<file path="src/rtl/hnm_ssid_feeder_pkg.sv">
// hnm_ssid_feeder_pkg: shared SSID geometry and helpers for the HNM request feeder.
// The SSID splits into row (MSBs) and column (LSBs): SSIDBITS = ROWINDEXBITS_HNM + COLINDEXBITS_HNM.
package hnm_ssid_feeder_pkg;

  localparam int SSIDBITS         = 12;
  localparam int ROWINDEXBITS_HNM = 5;
  localparam int COLINDEXBITS_HNM = 7;
  localparam int DEF_FIFO_DEPTH   = 16;

  typedef logic [SSIDBITS-1:0] ssid_t;

  // Round-robin favour bit: which channel wins when both are eligible.
  typedef enum logic {
    RR_HIT = 1'b0,
    RR_LKP = 1'b1
  } rr_e;

  // Pointer width for a circular FIFO: index bits plus one wrap bit.
  // Also the width needed to hold an occupancy of 0..depth.
  function automatic int ptrBits(input int depth);
    return $clog2(depth) + 1;
  endfunction

endpackage

</file>
<file path="src/rtl/hnm_ssid_feeder_if.sv">
// hnm_ssid_feeder_if: upstream hit/lookup handshakes, HNMPP status and
// HNMPP request outputs of the feeder, grouped into one bundle.
// slave = the feeder itself, master = the environment driving it.
interface hnm_ssid_feeder_if
  import hnm_ssid_feeder_pkg::*;
#(
  parameter int FIFO_DEPTH = DEF_FIFO_DEPTH
) ();

  localparam int CNTBITS = ptrBits(FIFO_DEPTH);

  logic                        flush;
  logic                        hit_valid;
  logic                        hit_ready;
  logic [SSIDBITS-1:0]         hit_ssid;
  logic                        lkp_valid;
  logic                        lkp_ready;
  logic [SSIDBITS-1:0]         lkp_ssid;
  logic                        hnm_busy;
  logic                        hnm_writeReady;
  logic                        hnm_readReady;
  logic                        write;
  logic [SSIDBITS-1:0]         SSID_write;
  logic [ROWINDEXBITS_HNM-1:0] rowRead;
  logic                        read;
  logic [SSIDBITS-1:0]         SSID_read;
  logic [CNTBITS-1:0]          hit_count;
  logic [CNTBITS-1:0]          lkp_count;
  logic [15:0]                 drop_count;

  modport slave (
    input  flush, hit_valid, hit_ssid, lkp_valid, lkp_ssid,
           hnm_busy, hnm_writeReady, hnm_readReady,
    output hit_ready, lkp_ready, write, SSID_write, rowRead,
           read, SSID_read, hit_count, lkp_count, drop_count
  );

  modport master (
    output flush, hit_valid, hit_ssid, lkp_valid, lkp_ssid,
           hnm_busy, hnm_writeReady, hnm_readReady,
    input  hit_ready, lkp_ready, write, SSID_write, rowRead,
           read, SSID_read, hit_count, lkp_count, drop_count
  );

endinterface

</file>
<file path="src/rtl/hnm_ssid_feeder_ssid_fifo.sv">
// ssid_fifo: circular FIFO with wrap-bit pointers, synchronous flush and a
// registered occupancy count. No bypass: a pushed entry is visible at the
// head only from the next cycle. A full FIFO refuses a push even when it
// pops in the same cycle; flush wins over push and pop.
module ssid_fifo #(
  parameter  int WIDTH = 12,
  parameter  int DEPTH = 16,
  localparam int PW    = $clog2(DEPTH) + 1
) (
  input  logic             clk,
  input  logic             reset,
  input  logic             flush,
  input  logic             push,
  input  logic [WIDTH-1:0] pushData,
  input  logic             pop,
  output logic [WIDTH-1:0] headData,
  output logic             full,
  output logic             empty,
  output logic [PW-1:0]    count
);

  localparam int AW = PW - 1;

  logic [WIDTH-1:0] mem_r [DEPTH];
  logic [PW-1:0]    wr_ptr_r;
  logic [PW-1:0]    rd_ptr_r;
  logic [PW-1:0]    count_r;
  logic             full_s;
  logic             empty_s;
  logic             push_ok_s;
  logic             pop_ok_s;

  assign full_s    = (wr_ptr_r[AW] != rd_ptr_r[AW]) && (wr_ptr_r[AW-1:0] == rd_ptr_r[AW-1:0]);
  assign empty_s   = (wr_ptr_r == rd_ptr_r);
  assign push_ok_s = push && !full_s && !flush;
  assign pop_ok_s  = pop && !empty_s && !flush;

  assign headData = mem_r[rd_ptr_r[AW-1:0]];
  assign full     = full_s;
  assign empty    = empty_s;
  assign count    = count_r;

  // Pointer and occupancy bookkeeping; flush returns both pointers to zero.
  always_ff @(posedge clk or posedge reset) begin
    if (reset) begin
      wr_ptr_r <= {PW{1'b0}};
      rd_ptr_r <= {PW{1'b0}};
      count_r  <= {PW{1'b0}};
    end else if (flush) begin
      wr_ptr_r <= {PW{1'b0}};
      rd_ptr_r <= {PW{1'b0}};
      count_r  <= {PW{1'b0}};
    end else begin
      if (push_ok_s) begin
        wr_ptr_r <= wr_ptr_r + PW'(1);
      end
      if (pop_ok_s) begin
        rd_ptr_r <= rd_ptr_r + PW'(1);
      end
      case ({push_ok_s, pop_ok_s})
        2'b10:   count_r <= count_r + PW'(1);
        2'b01:   count_r <= count_r - PW'(1);
        default: count_r <= count_r;
      endcase
    end
  end

  // Storage array; contents are only meaningful between the pointers, so no reset.
  always_ff @(posedge clk) begin
    if (push_ok_s) begin
      mem_r[wr_ptr_r[AW-1:0]] <= pushData;
    end
  end

endmodule

</file>
<file path="src/rtl/hnm_ssid_feeder.sv">
// hnm_ssid_feeder: buffers hit and lookup SSIDs in two FIFOs and arbitrates
// them round-robin into single-cycle HNMPP write/read request pulses.
// Optional feature macro: HNM_FEEDER_DEDUP_EN -- drops a hit equal to the
// most recently written one while the HNM memory is known to be intact.
module hnm_ssid_feeder
  import hnm_ssid_feeder_pkg::*;
#(
  parameter int FIFO_DEPTH = DEF_FIFO_DEPTH
) (
  input  logic               clk,
  input  logic               reset,
  hnm_ssid_feeder_if.slave   bus
);

  localparam int CNTBITS = ptrBits(FIFO_DEPTH);

  logic                        hit_full_s;
  logic                        hit_empty_s;
  logic [SSIDBITS-1:0]         hit_head_s;
  logic [CNTBITS-1:0]          hit_count_s;
  logic                        lkp_full_s;
  logic                        lkp_empty_s;
  logic [SSIDBITS-1:0]         lkp_head_s;
  logic [CNTBITS-1:0]          lkp_count_s;

  logic                        w_ok_s;
  logic                        r_ok_s;
  logic                        grant_w_s;
  logic                        grant_r_s;
  logic                        drop_s;
  logic                        issue_w_s;
  rr_e                         rr_next_s;

  rr_e                         rr_r;
  logic                        write_r;
  logic                        read_r;
  logic [SSIDBITS-1:0]         ssid_write_r;
  logic [SSIDBITS-1:0]         ssid_read_r;
  logic [ROWINDEXBITS_HNM-1:0] row_read_r;

  ssid_fifo #(.WIDTH(SSIDBITS), .DEPTH(FIFO_DEPTH)) u_hit_fifo (
    .clk      (clk),
    .reset    (reset),
    .flush    (bus.flush),
    .push     (bus.hit_valid && !hit_full_s),
    .pushData (bus.hit_ssid),
    .pop      (grant_w_s),
    .headData (hit_head_s),
    .full     (hit_full_s),
    .empty    (hit_empty_s),
    .count    (hit_count_s)
  );

  ssid_fifo #(.WIDTH(SSIDBITS), .DEPTH(FIFO_DEPTH)) u_lkp_fifo (
    .clk      (clk),
    .reset    (reset),
    .flush    (bus.flush),
    .push     (bus.lkp_valid && !lkp_full_s),
    .pushData (bus.lkp_ssid),
    .pop      (grant_r_s),
    .headData (lkp_head_s),
    .full     (lkp_full_s),
    .empty    (lkp_empty_s),
    .count    (lkp_count_s)
  );

  // Eligibility and round-robin grant: at most one pop per cycle, none during flush.
  always_comb begin
    grant_w_s = 1'b0;
    grant_r_s = 1'b0;
    rr_next_s = rr_r;
    w_ok_s    = !hit_empty_s && !bus.hnm_busy && bus.hnm_writeReady && !bus.flush;
    r_ok_s    = !lkp_empty_s && !bus.hnm_busy && bus.hnm_readReady && !bus.flush;
    case ({w_ok_s, r_ok_s})
      2'b11: begin
        if (rr_r == RR_HIT) begin
          grant_w_s = 1'b1;
          rr_next_s = RR_LKP;
        end else begin
          grant_r_s = 1'b1;
          rr_next_s = RR_HIT;
        end
      end
      2'b10: begin
        grant_w_s = 1'b1;
        rr_next_s = RR_LKP;
      end
      2'b01: begin
        grant_r_s = 1'b1;
        rr_next_s = RR_HIT;
      end
      default: begin
        rr_next_s = rr_r;
      end
    endcase
  end

`ifdef HNM_FEEDER_DEDUP_EN
  logic [SSIDBITS-1:0] last_ssid_r;
  logic                last_vld_r;
  logic [15:0]         drop_count_r;

  // A granted hit equal to the last written SSID is consumed silently.
  assign drop_s = grant_w_s && last_vld_r && (hit_head_s == last_ssid_r);

  // Track the last written hit; forget it whenever the memory may have been wiped.
  always_ff @(posedge clk or posedge reset) begin
    if (reset) begin
      last_ssid_r  <= {SSIDBITS{1'b0}};
      last_vld_r   <= 1'b0;
      drop_count_r <= 16'h0000;
    end else begin
      if (bus.flush || bus.hnm_busy) begin
        last_vld_r <= 1'b0;
      end else if (issue_w_s) begin
        last_vld_r  <= 1'b1;
        last_ssid_r <= hit_head_s;
      end
      if (drop_s && (drop_count_r != 16'hFFFF)) begin
        drop_count_r <= drop_count_r + 16'd1;
      end
    end
  end

  assign bus.drop_count = drop_count_r;
`else
  assign drop_s         = 1'b0;
  assign bus.drop_count = 16'h0000;
`endif

  assign issue_w_s = grant_w_s && !drop_s;

  // Registered HNMPP requests; SSID fields hold their value between requests.
  always_ff @(posedge clk or posedge reset) begin
    if (reset) begin
      rr_r         <= RR_HIT;
      write_r      <= 1'b0;
      read_r       <= 1'b0;
      ssid_write_r <= {SSIDBITS{1'b0}};
      ssid_read_r  <= {SSIDBITS{1'b0}};
      row_read_r   <= {ROWINDEXBITS_HNM{1'b0}};
    end else begin
      rr_r    <= rr_next_s;
      write_r <= issue_w_s;
      read_r  <= grant_r_s;
      if (issue_w_s) begin
        ssid_write_r <= hit_head_s;
        row_read_r   <= hit_head_s[SSIDBITS-1:COLINDEXBITS_HNM];
      end
      if (grant_r_s) begin
        ssid_read_r <= lkp_head_s;
      end
    end
  end

  assign bus.hit_ready  = !hit_full_s;
  assign bus.lkp_ready  = !lkp_full_s;
  assign bus.write      = write_r;
  assign bus.read       = read_r;
  assign bus.SSID_write = ssid_write_r;
  assign bus.SSID_read  = ssid_read_r;
  assign bus.rowRead    = row_read_r;
  assign bus.hit_count  = hit_count_s;
  assign bus.lkp_count  = lkp_count_s;

endmodule

</file>
<file path="src/flat_wrapper.sv">
// flat-port wrapper written by rule: the top's interface ports become plain ports
module hnm_ssid_feeder_flat import hnm_ssid_feeder_pkg::*;
#(
  parameter int FIFO_DEPTH = DEF_FIFO_DEPTH
)
  (clk, reset, bus_flush, bus_hit_valid, bus_hit_ssid, bus_lkp_valid, bus_lkp_ssid, bus_hnm_busy, bus_hnm_writeReady, bus_hnm_readReady, bus_hit_ready, bus_lkp_ready, bus_write, bus_SSID_write, bus_rowRead, bus_read, bus_SSID_read, bus_hit_count, bus_lkp_count, bus_drop_count);
  hnm_ssid_feeder_if #(.FIFO_DEPTH(FIFO_DEPTH)) bus_i ();
  input  logic clk;
  input  logic reset;
  input wire logic [$bits(bus_i.flush)-1:0] bus_flush;
  input wire logic [$bits(bus_i.hit_valid)-1:0] bus_hit_valid;
  input wire logic [$bits(bus_i.hit_ssid)-1:0] bus_hit_ssid;
  input wire logic [$bits(bus_i.lkp_valid)-1:0] bus_lkp_valid;
  input wire logic [$bits(bus_i.lkp_ssid)-1:0] bus_lkp_ssid;
  input wire logic [$bits(bus_i.hnm_busy)-1:0] bus_hnm_busy;
  input wire logic [$bits(bus_i.hnm_writeReady)-1:0] bus_hnm_writeReady;
  input wire logic [$bits(bus_i.hnm_readReady)-1:0] bus_hnm_readReady;
  output wire logic [$bits(bus_i.hit_ready)-1:0] bus_hit_ready;
  output wire logic [$bits(bus_i.lkp_ready)-1:0] bus_lkp_ready;
  output wire logic [$bits(bus_i.write)-1:0] bus_write;
  output wire logic [$bits(bus_i.SSID_write)-1:0] bus_SSID_write;
  output wire logic [$bits(bus_i.rowRead)-1:0] bus_rowRead;
  output wire logic [$bits(bus_i.read)-1:0] bus_read;
  output wire logic [$bits(bus_i.SSID_read)-1:0] bus_SSID_read;
  output wire logic [$bits(bus_i.hit_count)-1:0] bus_hit_count;
  output wire logic [$bits(bus_i.lkp_count)-1:0] bus_lkp_count;
  output wire logic [$bits(bus_i.drop_count)-1:0] bus_drop_count;
  assign bus_i.flush = bus_flush;
  assign bus_i.hit_valid = bus_hit_valid;
  assign bus_i.hit_ssid = bus_hit_ssid;
  assign bus_i.lkp_valid = bus_lkp_valid;
  assign bus_i.lkp_ssid = bus_lkp_ssid;
  assign bus_i.hnm_busy = bus_hnm_busy;
  assign bus_i.hnm_writeReady = bus_hnm_writeReady;
  assign bus_i.hnm_readReady = bus_hnm_readReady;
  assign bus_hit_ready = bus_i.hit_ready;
  assign bus_lkp_ready = bus_i.lkp_ready;
  assign bus_write = bus_i.write;
  assign bus_SSID_write = bus_i.SSID_write;
  assign bus_rowRead = bus_i.rowRead;
  assign bus_read = bus_i.read;
  assign bus_SSID_read = bus_i.SSID_read;
  assign bus_hit_count = bus_i.hit_count;
  assign bus_lkp_count = bus_i.lkp_count;
  assign bus_drop_count = bus_i.drop_count;
  hnm_ssid_feeder #(.FIFO_DEPTH(FIFO_DEPTH)) u_core (.clk(clk), .reset(reset), .bus(bus_i));
endmodule
</file>
<file path="config.mk">
export PLATFORM = sky130hd
export DESIGN_NAME = hnm_ssid_feeder_flat
export DESIGN_NICKNAME = d
export VERILOG_FILES = /design/src/rtl/hnm_ssid_feeder_pkg.sv /design/src/rtl/hnm_ssid_feeder_if.sv /design/src/rtl/hnm_ssid_feeder_ssid_fifo.sv /design/src/rtl/hnm_ssid_feeder.sv /design/src/flat_wrapper.sv
export SDC_FILE = /design/constraint.sdc
export NUM_CORES = 1
export LEC_CHECK = 0
export ABC_AREA = 1
export CAP_MARGIN = 15
export CORE_MARGIN = 1.5
export CORE_UTILIZATION = 45
export DETAILED_ROUTE_END_ITERATION = 12
export PLACE_DENSITY = 0.64
export SLEW_MARGIN = 20
export SYNTH_ARGS = -nofsm -noshare
export SYNTH_HDL_FRONTEND = slang
export SYNTH_HIERARCHICAL = 1
export SYNTH_SLANG_ARGS = --single-unit
</file>
<file path="constraint.sdc">
create_clock -name clk -period 8.42 [get_ports clk]
set_input_delay 0.842 -clock clk [delete_from_list [all_inputs] [get_ports clk]]
set_output_delay 0.842 -clock clk [all_outputs]
set_load 0.03 [all_outputs]
</file>
# Yosys cells after proc, flatten, opt, wreduce, memory -nomap -nowiden
# Memory sizes are Yosys's and may differ from the RTL's. A register that Yosys moved wholly into a read port is not among the register bits.
# Index checks and enable logic that the tools add are counted.
# Widths: inputs -> output; s select.
[word_totals] reg_bits=50 ram_bits=384 in_bits=32 output_inout_bits=59 word_cells=86 memories=2
[memory_table] name="u_core.u_hit_fifo.mem_r" depth=16 word_bits=12 rd=1 rd_clocked_by_memory_dff=0 wr=1 line="hnm_ssid_feeder_ssid_fifo.sv:24" text="logic [WIDTH-1:0] mem_r [DEPTH];"
[memory_table] name="u_core.u_lkp_fifo.mem_r" depth=16 word_bits=12 rd=1 rd_clocked_by_memory_dff=1 wr=1 line="hnm_ssid_feeder_ssid_fifo.sv:24"
[classes] add_sub_neg=8 eq_ne=13 muxes=21 n_reduce_logical=31
[op_table] op="$mux 5" n=10
[op_table] op="$add 5x1->5 const B" n=6
[op_table] op="$pmux 5 s2" n=2
[op_table] op="$logic_and 1x1->1" n=18
[op_table] op="$eq 5x5->1" n=2
[op_table] op="$sub 5x1->5 const B" n=2
[op_table] op="$reduce_bool 3->1" n=3
[op_table] op="$eq 2x2->1 const B" n=4
[op_table] op="$eq 4x4->1" n=2
[op_table] op="$reduce_bool 2->1" n=4
[op_table] op="$eq 2x1->1 const B" n=3
[op_table] op="$logic_not 1->1" n=6
[op_table] op="$mux 1" n=6
[op_table] op="$pmux 1 s2" n=2
[op_table] op="$pmux 1 s3" n=1
[op_table] op="$ne 1x1->1" n=2

# Longest topological paths before layout
# Gate-level depths: netlist of run 1.
[depth] ltp_word=12 mapped_depth=27 ltp_nobuf=24

# Modules after synthesis
# Netlist of run 1, hierarchy kept.
[by_module_without_submodules] module="ssid_fifo (u_core.u_lkp_fifo)" n_inst=1 cells_per_inst=687 area_per_inst_um2=8590.7
[by_module_without_submodules] module="ssid_fifo (u_core.u_hit_fifo)" n_inst=1 cells_per_inst=687 area_per_inst_um2=8493.1
[by_module_without_submodules] module="hnm_ssid_feeder" n_inst=1 cells_per_inst=167 area_per_inst_um2=1402.6

# Least setup slack after synthesis of run 1
# No wires, ideal clock.
[synth_timing] kind="register to register" start="reg u_core.u_lkp_fifo.rd_ptr_r[0]" end="reg u_core.u_lkp_fifo.count_r[4] (netlist: u_core/u_lkp_fifo/count[4])" setup_time_ns=0.116 arrival_ns=3.279 t_required_ns=8.304 path_slack_ns=5.025 path_stages_with_launch=28 period_less_slack_ns=3.395 cell_sequence="dfrtp_1 > buf_6 > inv_4 > nand2_1 > nand2_2 > nor2_4 > nand3_4 > inv_1 > inv_2 > nand2_2 > nor2_4 > buf_6 > ha_1 > nand2_1 > nand2_2 > nand3_2 > buf_6 > inv_1 > nand2_4 > nor2_4 > nand2_4 > fa_1 > o21ai_0 > xor2_1 > nand3b_1 > nand2_1 > nand2_1 > nand2_2"
[synth_between] elab_chain_len=12 word_cells_on_any_way=21
[synth_lines] item="from (decl)" line="hnm_ssid_feeder_ssid_fifo.sv:26" text="logic [PW-1:0] rd_ptr_r;"
[synth_lines] item="from (signal assigned)" line="hnm_ssid_feeder_ssid_fifo.sv:47" text="rd_ptr_r <= {PW{1'b0}};"
[synth_lines] item="from (signal assigned)" line="hnm_ssid_feeder_ssid_fifo.sv:51" text="rd_ptr_r <= {PW{1'b0}};"
[synth_lines] item="from (signal assigned)" line="hnm_ssid_feeder_ssid_fifo.sv:58" text="rd_ptr_r <= rd_ptr_r + PW'(1);"
[synth_lines] item="$eq 5x5->1 (*)" line="hnm_ssid_feeder_ssid_fifo.sv:34" text="assign empty_s = (wr_ptr_r == rd_ptr_r);"
[synth_lines] item="via u_core.lkp_empty_s" line="hnm_ssid_feeder.sv:22" text="logic lkp_empty_s;"
[synth_lines] item="$logic_not 1->1 (*)" line="hnm_ssid_feeder.sv:73" text="r_ok_s = !lkp_empty_s && !bus.hnm_busy && bus.hnm_readReady && !bus.flush;"
[synth_lines] item="$logic_and 1x1->1 (*) (3 in a row)" line="hnm_ssid_feeder.sv:73"
[synth_lines] item="$eq 2x1->1 or $eq 2x2->1 (tied branches)" line="hnm_ssid_feeder.sv:74" text="case ({w_ok_s, r_ok_s})"
[synth_lines] item="$pmux 1 s2 (*)" line="hnm_ssid_feeder.sv:74"
[synth_lines] item="via u_core.grant_r_s" line="hnm_ssid_feeder.sv:29" text="logic grant_r_s;"
[synth_lines] item="$logic_and 1x1->1 (*) (2 in a row)" line="hnm_ssid_feeder_ssid_fifo.sv:36" text="assign pop_ok_s = pop && !empty_s && !flush;"
[synth_lines] item="$eq 2x1->1 or $eq 2x2->1 (tied branches)" line="hnm_ssid_feeder_ssid_fifo.sv:60" text="case ({push_ok_s, pop_ok_s})"
[synth_lines] item="$pmux 5 s2" line="hnm_ssid_feeder_ssid_fifo.sv:60"
[synth_lines] item="$mux 5" line="hnm_ssid_feeder_ssid_fifo.sv:49" text="end else if (flush) begin"
[synth_lines] item="to (signal assigned)" line="hnm_ssid_feeder_ssid_fifo.sv:48" text="count_r <= {PW{1'b0}};"
[synth_lines] item="to (signal assigned)" line="hnm_ssid_feeder_ssid_fifo.sv:61" text="2'b10: count_r <= count_r + PW'(1);"
[synth_lines] item="to (signal assigned)" line="hnm_ssid_feeder_ssid_fifo.sv:62" text="2'b01: count_r <= count_r - PW'(1);"
[synth_lines] item="to (decl)" line="hnm_ssid_feeder_ssid_fifo.sv:27" text="logic [PW-1:0] count_r;"
# Mark *: on every way through the listed nets, which the timed path passes. The rest lies on a longest branch.
# A chain may end at the register's enable or synchronous reset.

# Worst setup path after layout of run 1
# Same ends and word-level chain as after synthesis.

==> metrics.csv, run 1 <==
stage,metric,value,unit
run_status,outcome,completed,
routing,vias per std cell,5.57,
timing,Final setup viols,0,
floorplanning,Die Height,206,um
clock_network,clock tree buffer depth,3,
timing,final period utilization,61.9,%
global_routing,busiest layer in global routing,met2,
yosys,synthesized cell area,18500,um^2
setup_path,Worst EP required,8.88,ns
routing,vias after detailed routing,12100,
setup_path,CP startpoint,u_core/u_lkp_fifo/rd_ptr_r[0]$_DFFE_PP0P_,
timing,Max Transition Viols Final,0,
placement,Port-buffer cells,74,
global_routing,vias in the first global route,11300,
placement,HPWL Detailed,26.8,mm
final_layout,Post-Layout Cell Count,2168,
timing,minimum clock period,5.21,ns
global_routing,Tot GR Track Use,20.6,%
floorplanning,Placeable Area,40600,um^2
timing,FMAX,0.192,GHz
yosys,Ys Warns,6,
clock_network,hold buffer count at cts,0,
timing,Final Hold Vio Count,0,
routing,drt initial violations,1177,
global_routing,initial antenna violation count,1,
power_and_ir_drop,leakage,7.63,nW
global_routing,met2 usage,32.0,%
yosys,Yosys reg bits,441,
setup_path,WP data arrival,5.68,ns
global_routing,wire length of the first global-routing pass,66.0,mm
timing,relative slew slack,25.9,%
yosys,"FFs w/ async S/R, synth",12.9,%
final_layout,# diodes,0,
floorplanning,die width,206,um
routing,final wirelength,43.3,mm
clock_network,"Gates resized, CTS repair",0,
clock_network,clk root buf,clkbuf_16,
setup_path,CP max FO,100,
floorplanning,Core Rows,74,
setup_path,RR Endpoint,u_core/u_lkp_fifo/count[4]$_DFFE_PP0P_,
clock_network,clk slew on worst S/H paths,0.06,ns
final_layout,Layout area overhead,14.0,%
placement,pre-CTS WS,3.24,ns
yosys,Mapped Cells,1541,
placement,Placed Instances,2088,
global_routing,M1 GR Usage,29.5,%
clock_network,CTS tree,done,
setup_path,Critical Path End Type,flip-flop,
timing,final worst clock skew,0.0239,ns
routing,first-pass iteration count of the detailed router,6,
clock_network,Post-CTS Setup Bufs,0,
timing,Setup TNS Final,0,ns
power_and_ir_drop,pwr/cell area,224,nW/um^2
final_layout,layout cells sized above 1,10.8,%
yosys,"Top FF cell, synth",edfxtp_1,
final_layout,final-stage net count,1657,
yosys,"Distinct cells, synth",36,
timing,setup ws final,3.21,ns
setup_path,r2r startpoint,u_core/u_lkp_fifo/rd_ptr_r[0]$_DFFE_PP0P_,
setup_path,crit start category,flip-flop,
setup_path,CP endpoint,u_core/u_lkp_fifo/count[4]$_DFFE_PP0P_,
timing,RSZ-0062 raised after global routing,no,
yosys,Avg Synthesized Cell Area,12.0,um^2
clock_network,clk_lat worst skew,0.57,ns
routing,drt wl/cell,20.0,um
yosys,Post-synth EDFFs,384,
setup_path,R2R cell count,25,
floorplanning,Initial Util,45.5,%
setup_path,reg2reg setup slack,3.21,ns
floorplanning,full die area,42300,um^2
routing,post-route antenna net violation count,0,
clock_network,cts bufs inserted,45,
global_routing,GR Overflow Total,0,
min_path,Hold Crit Class,flip-flop to flip-flop,
setup_path,WS Path Type,flip-flop to flip-flop,
flow_run,max cap viols,0,
timing,Worst-Margin Slew,1.11,ns
global_routing,met3 Use GR,4.48,%
yosys,post-synthesis sequential area ratio,70.1,%
routing,drt drc,0,
power_and_ir_drop,Worst IR Drop VDD,0.185,mV
floorplanning,# IOs,91,
global_routing,largest net degree at the start of global routing,101,
clock_network,H-tree levels,2,
clock_network,clock sink count,441,
placement,Placer Congestion,0.827,
==> layout make-up <==
cell class	instances	area (um^2)
Multi-Input combinational cell	950	4790
Sequential cell	441	13000
Timing Repair Buffer	105	973
Clock inverter	25	250
Inverter	60	243
Fill cell	3404	19600
Clock buffer	55	1180
Tap cell	532	666
==> flip-flops by register name (all words and copies together), names as in the netlist <==
| name | cells |
|---|---|
| u_core/u_hit_fifo/mem_r | 192 |
| u_core/bus.SSID_read | 12 |
| u_core/bus.SSID_write | 12 |
| u_core/u_lkp_fifo/count | 5 |
| u_core/bus.read | 1 |
| u_core/u_hit_fifo/rd_ptr_r | 5 |
| u_core/u_hit_fifo/wr_ptr_r | 5 |
| u_core/u_lkp_fifo/wr_ptr_r | 5 |
| u_core/u_hit_fifo/count | 5 |
| u_core/rr_r | 1 |
| u_core/u_lkp_fifo/rd_ptr_r | 5 |
| u_core/bus.write | 1 |
| u_core/u_lkp_fifo/mem_r | 192 |
==> layout by cell type (no fill, tap or decap), types with 2 or more instances in the layout <==
cell type        Yosys  routed
edfxtp_1           384     384
nor2_1             284     277
o21ai_0            248     248
nand2_1            139     139
o22ai_1            116     116
clkdlybuf4s50_1      0      74
dfrtp_1             57      55
clkbuf_16            0      45
inv_1               42      41
nand3_1             35      35
buf_4               25      31
nand2_2             22      22
ha_1                20      20
a21oi_1             18      18
conb_1               1      16
inv_2               13      14
clkinv_2             0      10
nor2_2               3      10
clkbuf_1            50       8
o21ai_2              8       8
clkinv_1             0       7
nand3_2              6       6
nand2_4              6       6
nor2_4               5       5
nor3_1               4       4
xor2_1               4       4
a22oi_1              4       4
bufinv_16            0       3
clkinv_4             1       3
inv_4                3       3
xnor2_1              3       3
clkbuf_8             0       2
nand3b_1             2       2
o32ai_1              2       2
fa_1                 2       2
dfrtp_2              0       2
nand3_4              2       2
==> kinds of logic after synthesis <==
kind of cell,Yosys count,share of synthesized area (%)
and+or+nand+nor,508,11.8
xor gates and xnor gates,8,0.420
DFF,441,70.1
adders and majority gates,22,1.57
other,1,0.0203
buffers and inverters,165,4.38
AOI/OAI and AO/OA,396,11.8
==> critical path, stage by stage, from the launching register on <==
cell      delay (ns)
dfrtp_2         0.39
buf_4           0.37
inv_4           0.87
nand2_1         0.14
nand2_2         0.13
nor2_4          0.06
nand3_4         0.10
inv_1           0.08
inv_2           0.05
nand2_2         0.05
nor2_4          0.29
ha_1            0.24
nand2_1         0.08
nand2_2         0.19
nand3_2         0.27
inv_1           0.24
nand2_4         0.09
nor2_4          0.15
nand2_4         0.09
fa_1            0.40
o21ai_0         0.24
xor2_1          0.19
nand3b_1        0.13
nand2_1         0.05
nand2_1         0.07
nand2_2         0.04
==> worst min path at each step <==
| stage | start | to | slack [ns] | cells after the start |
|---|---|---|---|---|
| 6_report | u_core/bus.SSID_read[0]$_DFFE_PP0P_ | u_core/bus.SSID_read[0]$_DFFE_PP0P_ | 0.48 | 2 |
| 5_1_grt | u_core/bus.SSID_read[5]$_DFFE_PP0P_ | u_core/bus.SSID_read[5]$_DFFE_PP0P_ | 0.51 | 2 |
| 4_1_cts | u_core/bus.SSID_read[0]$_DFFE_PP0P_ | u_core/bus.SSID_read[0]$_DFFE_PP0P_ | 0.49 | 2 |
| 3_5_place_dp | u_core/bus.SSID_read[0]$_DFFE_PP0P_ | u_core/bus.SSID_read[0]$_DFFE_PP0P_ | 0.48 | 2 |
| 3_3_place_gp | u_core/bus.SSID_read[3]$_DFFE_PP0P_ | u_core/bus.SSID_read[3]$_DFFE_PP0P_ | 0.49 | 2 |
| 2_1_floorplan | u_core/rr_r$_DFFE_PP0P_ | u_core/rr_r$_DFFE_PP0P_ | 0.47 | 2 |
==> stage by stage <==
step	utilization (%)	cell area (um^2)	power, mW	hold slack [ns]
2_1_floorplan	-	18500	2.71	0.465
3_3_place_gp	48.3	19600	2.85	0.493
3_5_place_dp	48.3	19600	2.85	0.479
4_1_cts	51.8	21100	4.76	0.493
5_1_grt	51.8	21100	4.87	0.511
6_report	51.8	21100	4.72	0.485
==> cell usage after synthesis (3+ instances only) <==
| cell | n | share of area, % |
|---|---|---|
| buf_4 | 25 | 1.0 |
| clkbuf_1 | 50 | 1.0 |
| inv_4 | 3 | 0.10 |
| nor3_1 | 4 | 0.11 |
| nor2_4 | 5 | 0.30 |
| o21ai_0 | 248 | 6.7 |
| o22ai_1 | 116 | 3.9 |
| nand2_4 | 6 | 0.37 |
| a21oi_1 | 18 | 0.49 |
| inv_1 | 42 | 0.85 |
| ha_1 | 20 | 1.4 |
| edfxtp_1 | 384 | 62 |
| buf_6 | 7 | 0.43 |
| xor2_1 | 4 | 0.19 |
| dfrtp_1 | 57 | 7.7 |
| buf_2 | 19 | 0.51 |
| nand3_1 | 35 | 0.95 |
| nand2_1 | 139 | 2.8 |
| o21ai_2 | 8 | 0.38 |
| nand2_2 | 22 | 0.74 |
| inv_2 | 13 | 0.26 |
| a22oi_1 | 4 | 0.16 |
| nand3_2 | 6 | 0.32 |
| nor2_2 | 3 | 0.10 |
| nor2_1 | 284 | 5.8 |
| xnor2_1 | 3 | 0.14 |
==> per-layer routing <==
metal / vias up / part of all wire [%]
met4: 2 / 1.8
met2: 449 / 46
li1: 5608 / -
met5: - / 0.030
met3: 69 / 8.3
met1: 5958 / 44
==> power breakdown <==
group	internal [mW]	switching (mW)
combinational	0.121	0.221
clock	1.10	0.819
sequential	2.43	0.0377
total	3.65	1.08
(Power assumes the default switching activity.)
==> run 2: changes to the inputs <==
Settings changed: PLACE_DENSITY 0.64 to 0.67.
Clock period 8.42 ns to 4.7 ns, I/O delays scaled along.
==> run 2 against run 1 <==
Critical path depth is 1 lower; setup slack worse by 2.6 ns; utilization up 0.15 points; combinational power is 81% higher; largest cell class unchanged; die area unchanged; sequential power grew 79%; critical path type unchanged; largest power group unchanged; clock skew fell by 0.0032 ns; sequential share of layout area down 0.18 points; routed wire length up 2.1%; non-clock buffer count up 17.
==> metrics.csv, run 2 (synthesis results as in run 1) <==
stage,metric,value,unit,change
setup_path,WS Path Type,flip-flop to flip-flop,,
timing,Max Transition Viols Final,0,,unchanged
power_and_ir_drop,pwr/cell area,397,nW/um^2,+77%
clock_network,clk slew on worst S/H paths,0.06,ns,about the same
power_and_ir_drop,Net Switching,1.91,mW,+77%
final_layout,most frequent cells in the layout,"edfxtp_1 (384), nor2_1 (284), o21ai_0 (248), nand2_1 (139), o22ai_1 (116)",,
timing,FMAX,0.246,GHz,+29%
floorplanning,full die area,42300,um^2,unchanged
power_and_ir_drop,Switching Fraction,22.7,%,-0.087 points
placement,HPWL Detailed,27.2,mm,+1.4%
power_and_ir_drop,Int Pwr,6.49,mW,+78%
final_layout,layout cells sized above 1,11.2,%,+0.34 points
global_routing,largest net degree at the start of global routing,100,,-0.99%
timing,Final setup viols,0,,unchanged
floorplanning,die width,206,um,unchanged
clock_network,Post-CTS Setup Bufs,0,,unchanged
clock_network,cts bufs inserted,46,,+2.2%
timing,minimum clock period,4.06,ns,-1.16 ns
floorplanning,Placeable Area,40600,um^2,unchanged
power_and_ir_drop,Worst IR Drop VDD,0.351,mV,+89%
setup_path,r2r startpoint,u_core/u_hit_fifo/rd_ptr_r[3]$_DFFE_PP0P_,,
min_path,Hold Crit Class,input pin to asynchronous set/reset pin,,
timing,setup ws final,0.643,ns,-2.56 ns
clock_network,H-tree levels,2,,unchanged
setup_path,reg2reg setup slack,0.64,ns,-2.56 ns
global_routing,initial antenna violation count,0,,-1
floorplanning,# IOs,91,,unchanged
setup_path,Worst EP required,5.16,ns,-3.72 ns
setup_path,R2R cell count,24,,-4.0%
run_status,outcome,completed,,
floorplanning,Initial Util,45.5,%,unchanged
floorplanning,Core Rows,74,,unchanged
setup_path,WP data arrival,4.52,ns,-1.16 ns
routing,vias per std cell,5.53,,-0.83%
clock_network,clk_lat worst skew,0.56,ns,about the same
final_layout,# diodes,0,,unchanged
clock_network,"Gates resized, CTS repair",0,,unchanged
routing,drt wl/cell,20.2,um,+1.1%
global_routing,wire length of the first global-routing pass,67.2,mm,+1.7%
final_layout,Fill cells,3465,,+1.8%
setup_path,RR Endpoint,u_core/u_lkp_fifo/count[4]$_DFFE_PP0P_,,
clock_network,hold buffer count at cts,0,,unchanged
setup_path,Critical Path End Type,flip-flop,,
routing,vias after detailed routing,12100,,+0.17%
final_layout,final-stage net count,1675,,+1.1%
placement,Port-buffer cells,74,,unchanged
routing,drt initial violations,1218,,+3.5%
power_and_ir_drop,leakage,7.69,nW,+0.81%
clock_network,clock sink count,441,,unchanged
global_routing,vias in the first global route,11300,,+0.36%
timing,Final Hold Vio Count,0,,unchanged
flow_run,max cap viols,0,,unchanged
global_routing,GR Overflow Total,0,,unchanged
placement,pre-CTS WS,0.639,ns,-2.60 ns
setup_path,CP max FO,15,,-85%
routing,post-route antenna net violation count,0,,unchanged
power_and_ir_drop,Clk pwr share,40.1,%,-0.5 points
power_and_ir_drop,Logic pwr share,7.4,%,about the same
routing,first-pass iteration count of the detailed router,5,,-1
timing,final worst clock skew,0.0208,ns,-0.00318 ns
timing,final period utilization,86.3,%,+24 points
timing,Worst-Margin Slew,1.01,ns,-0.101 ns
clock_network,clk root buf,clkbuf_16,,
routing,final wirelength,44.3,mm,+2.1%
setup_path,crit start category,flip-flop,,
power_and_ir_drop,Seq pwr share,52.5,%,+0.4 points
global_routing,Tot GR Track Use,21.1,%,+0.46 points
floorplanning,Die Height,206,um,unchanged
placement,Placer Congestion,0.857,,+3.6%
final_layout,"commonest non-fill, non-tap cell in the layout",edfxtp_1,,
clock_network,CTS tree,done,,
clock_network,clock tree buffer depth,3,,unchanged
timing,Setup TNS Final,0,ns,unchanged
routing,drt drc,0,,unchanged
timing,RSZ-0062 raised after global routing,no,,
timing,relative slew slack,32.6,%,+6.7 points
final_layout,Layout area overhead,14.3,%,
[run 2: power by group through the flow]
stage	registers (mW)	logic [mW]	clock network (mW)
final	4.41	0.620	3.37
after detailed placement	4.49	0.622	0
after global placement	4.49	0.612	0
after CTS	4.41	0.624	3.43
after floorplan	4.58	0.269	0
after global routing	4.42	0.670	3.57
[run 2: worst max-delay path by stage]
stage	from	to	slack [ns]
6_report	u_core/u_hit_fifo/rd_ptr_r[3]$_DFFE_PP0P_	u_core/u_lkp_fifo/count[4]$_DFFE_PP0P_	0.64
5_1_grt	u_core/u_hit_fifo/rd_ptr_r[3]$_DFFE_PP0P_	u_core/u_lkp_fifo/count[4]$_DFFE_PP0P_	0.23
4_1_cts	u_core/u_hit_fifo/rd_ptr_r[3]$_DFFE_PP0P_	u_core/u_lkp_fifo/count[4]$_DFFE_PP0P_	0.64
3_5_place_dp	u_core/u_hit_fifo/rd_ptr_r[3]$_DFFE_PP0P_	u_core/u_lkp_fifo/count[4]$_DFFE_PP0P_	0.64
3_3_place_gp	u_core/u_hit_fifo/rd_ptr_r[3]$_DFFE_PP0P_	u_core/u_lkp_fifo/count[4]$_DFFE_PP0P_	0.80
2_1_floorplan	u_core/u_lkp_fifo/rd_ptr_r[0]$_DFFE_PP0P_	u_core/u_lkp_fifo/count[4]$_DFFE_PP0P_	1.31
[run 2: cell type report]
type                    instances  area (um^2)  share of cell area (%)
flip-flops and latches        441        13000                    61.3
multi-input cells             950         4780                    22.6
clock buffers                  67         1260                    5.97
repair buffers                122         1100                    5.21
well taps                     532          666                    3.15
inverters                      60          243                    1.15
clock inverters                18          124                   0.586
[run 2: metal layers]
layer | global-route usage, % | routed length [um] | vias to the layer above
met2 | 31.5 | 20000 | 476
met5 | 0 | 0 | -
met1 | 30.6 | 19300 | 5924
met3 | 5.02 | 3870 | 73
li1 | - | - | 5634
met4 | 6.18 | 1020 | 0
[run 2: metrics by stage]
step	utilization (%)	power, mW	hold WS (ns)	cells	instance area [um^2]
6_report	52.0	8.40	0.362	2190	21100
5_1_grt	52.0	8.66	0.412	2190	21100
4_1_cts	52.0	8.46	0.354	2190	21100
3_5_place_dp	48.6	5.11	0.475	2105	19700
3_3_place_gp	48.6	5.10	0.474	2105	19700
2_1_floorplan	-	4.85	0.371	1556	18500
[run 2: worst max-delay path, cell delays in order, from the launching register on]
cell      delay (ns)
dfrtp_1         0.56
inv_2           0.28
nand2_1         0.08
nand2_1         0.07
nor2_2          0.05
nand3_2         0.08
inv_1           0.04
nor2_1          0.10
nand2_1         0.10
inv_1           0.09
ha_1            0.18
nand2_1         0.07
nand2_2         0.22
nand3_2         0.32
inv_1           0.25
nand3_2         0.15
nor2_1          0.25
ha_1            0.31
a21oi_1         0.15
o21ai_0         0.11
xor2_1          0.17
nand3b_1        0.13
nand2_1         0.06
nand2_1         0.07
nand2_2         0.04
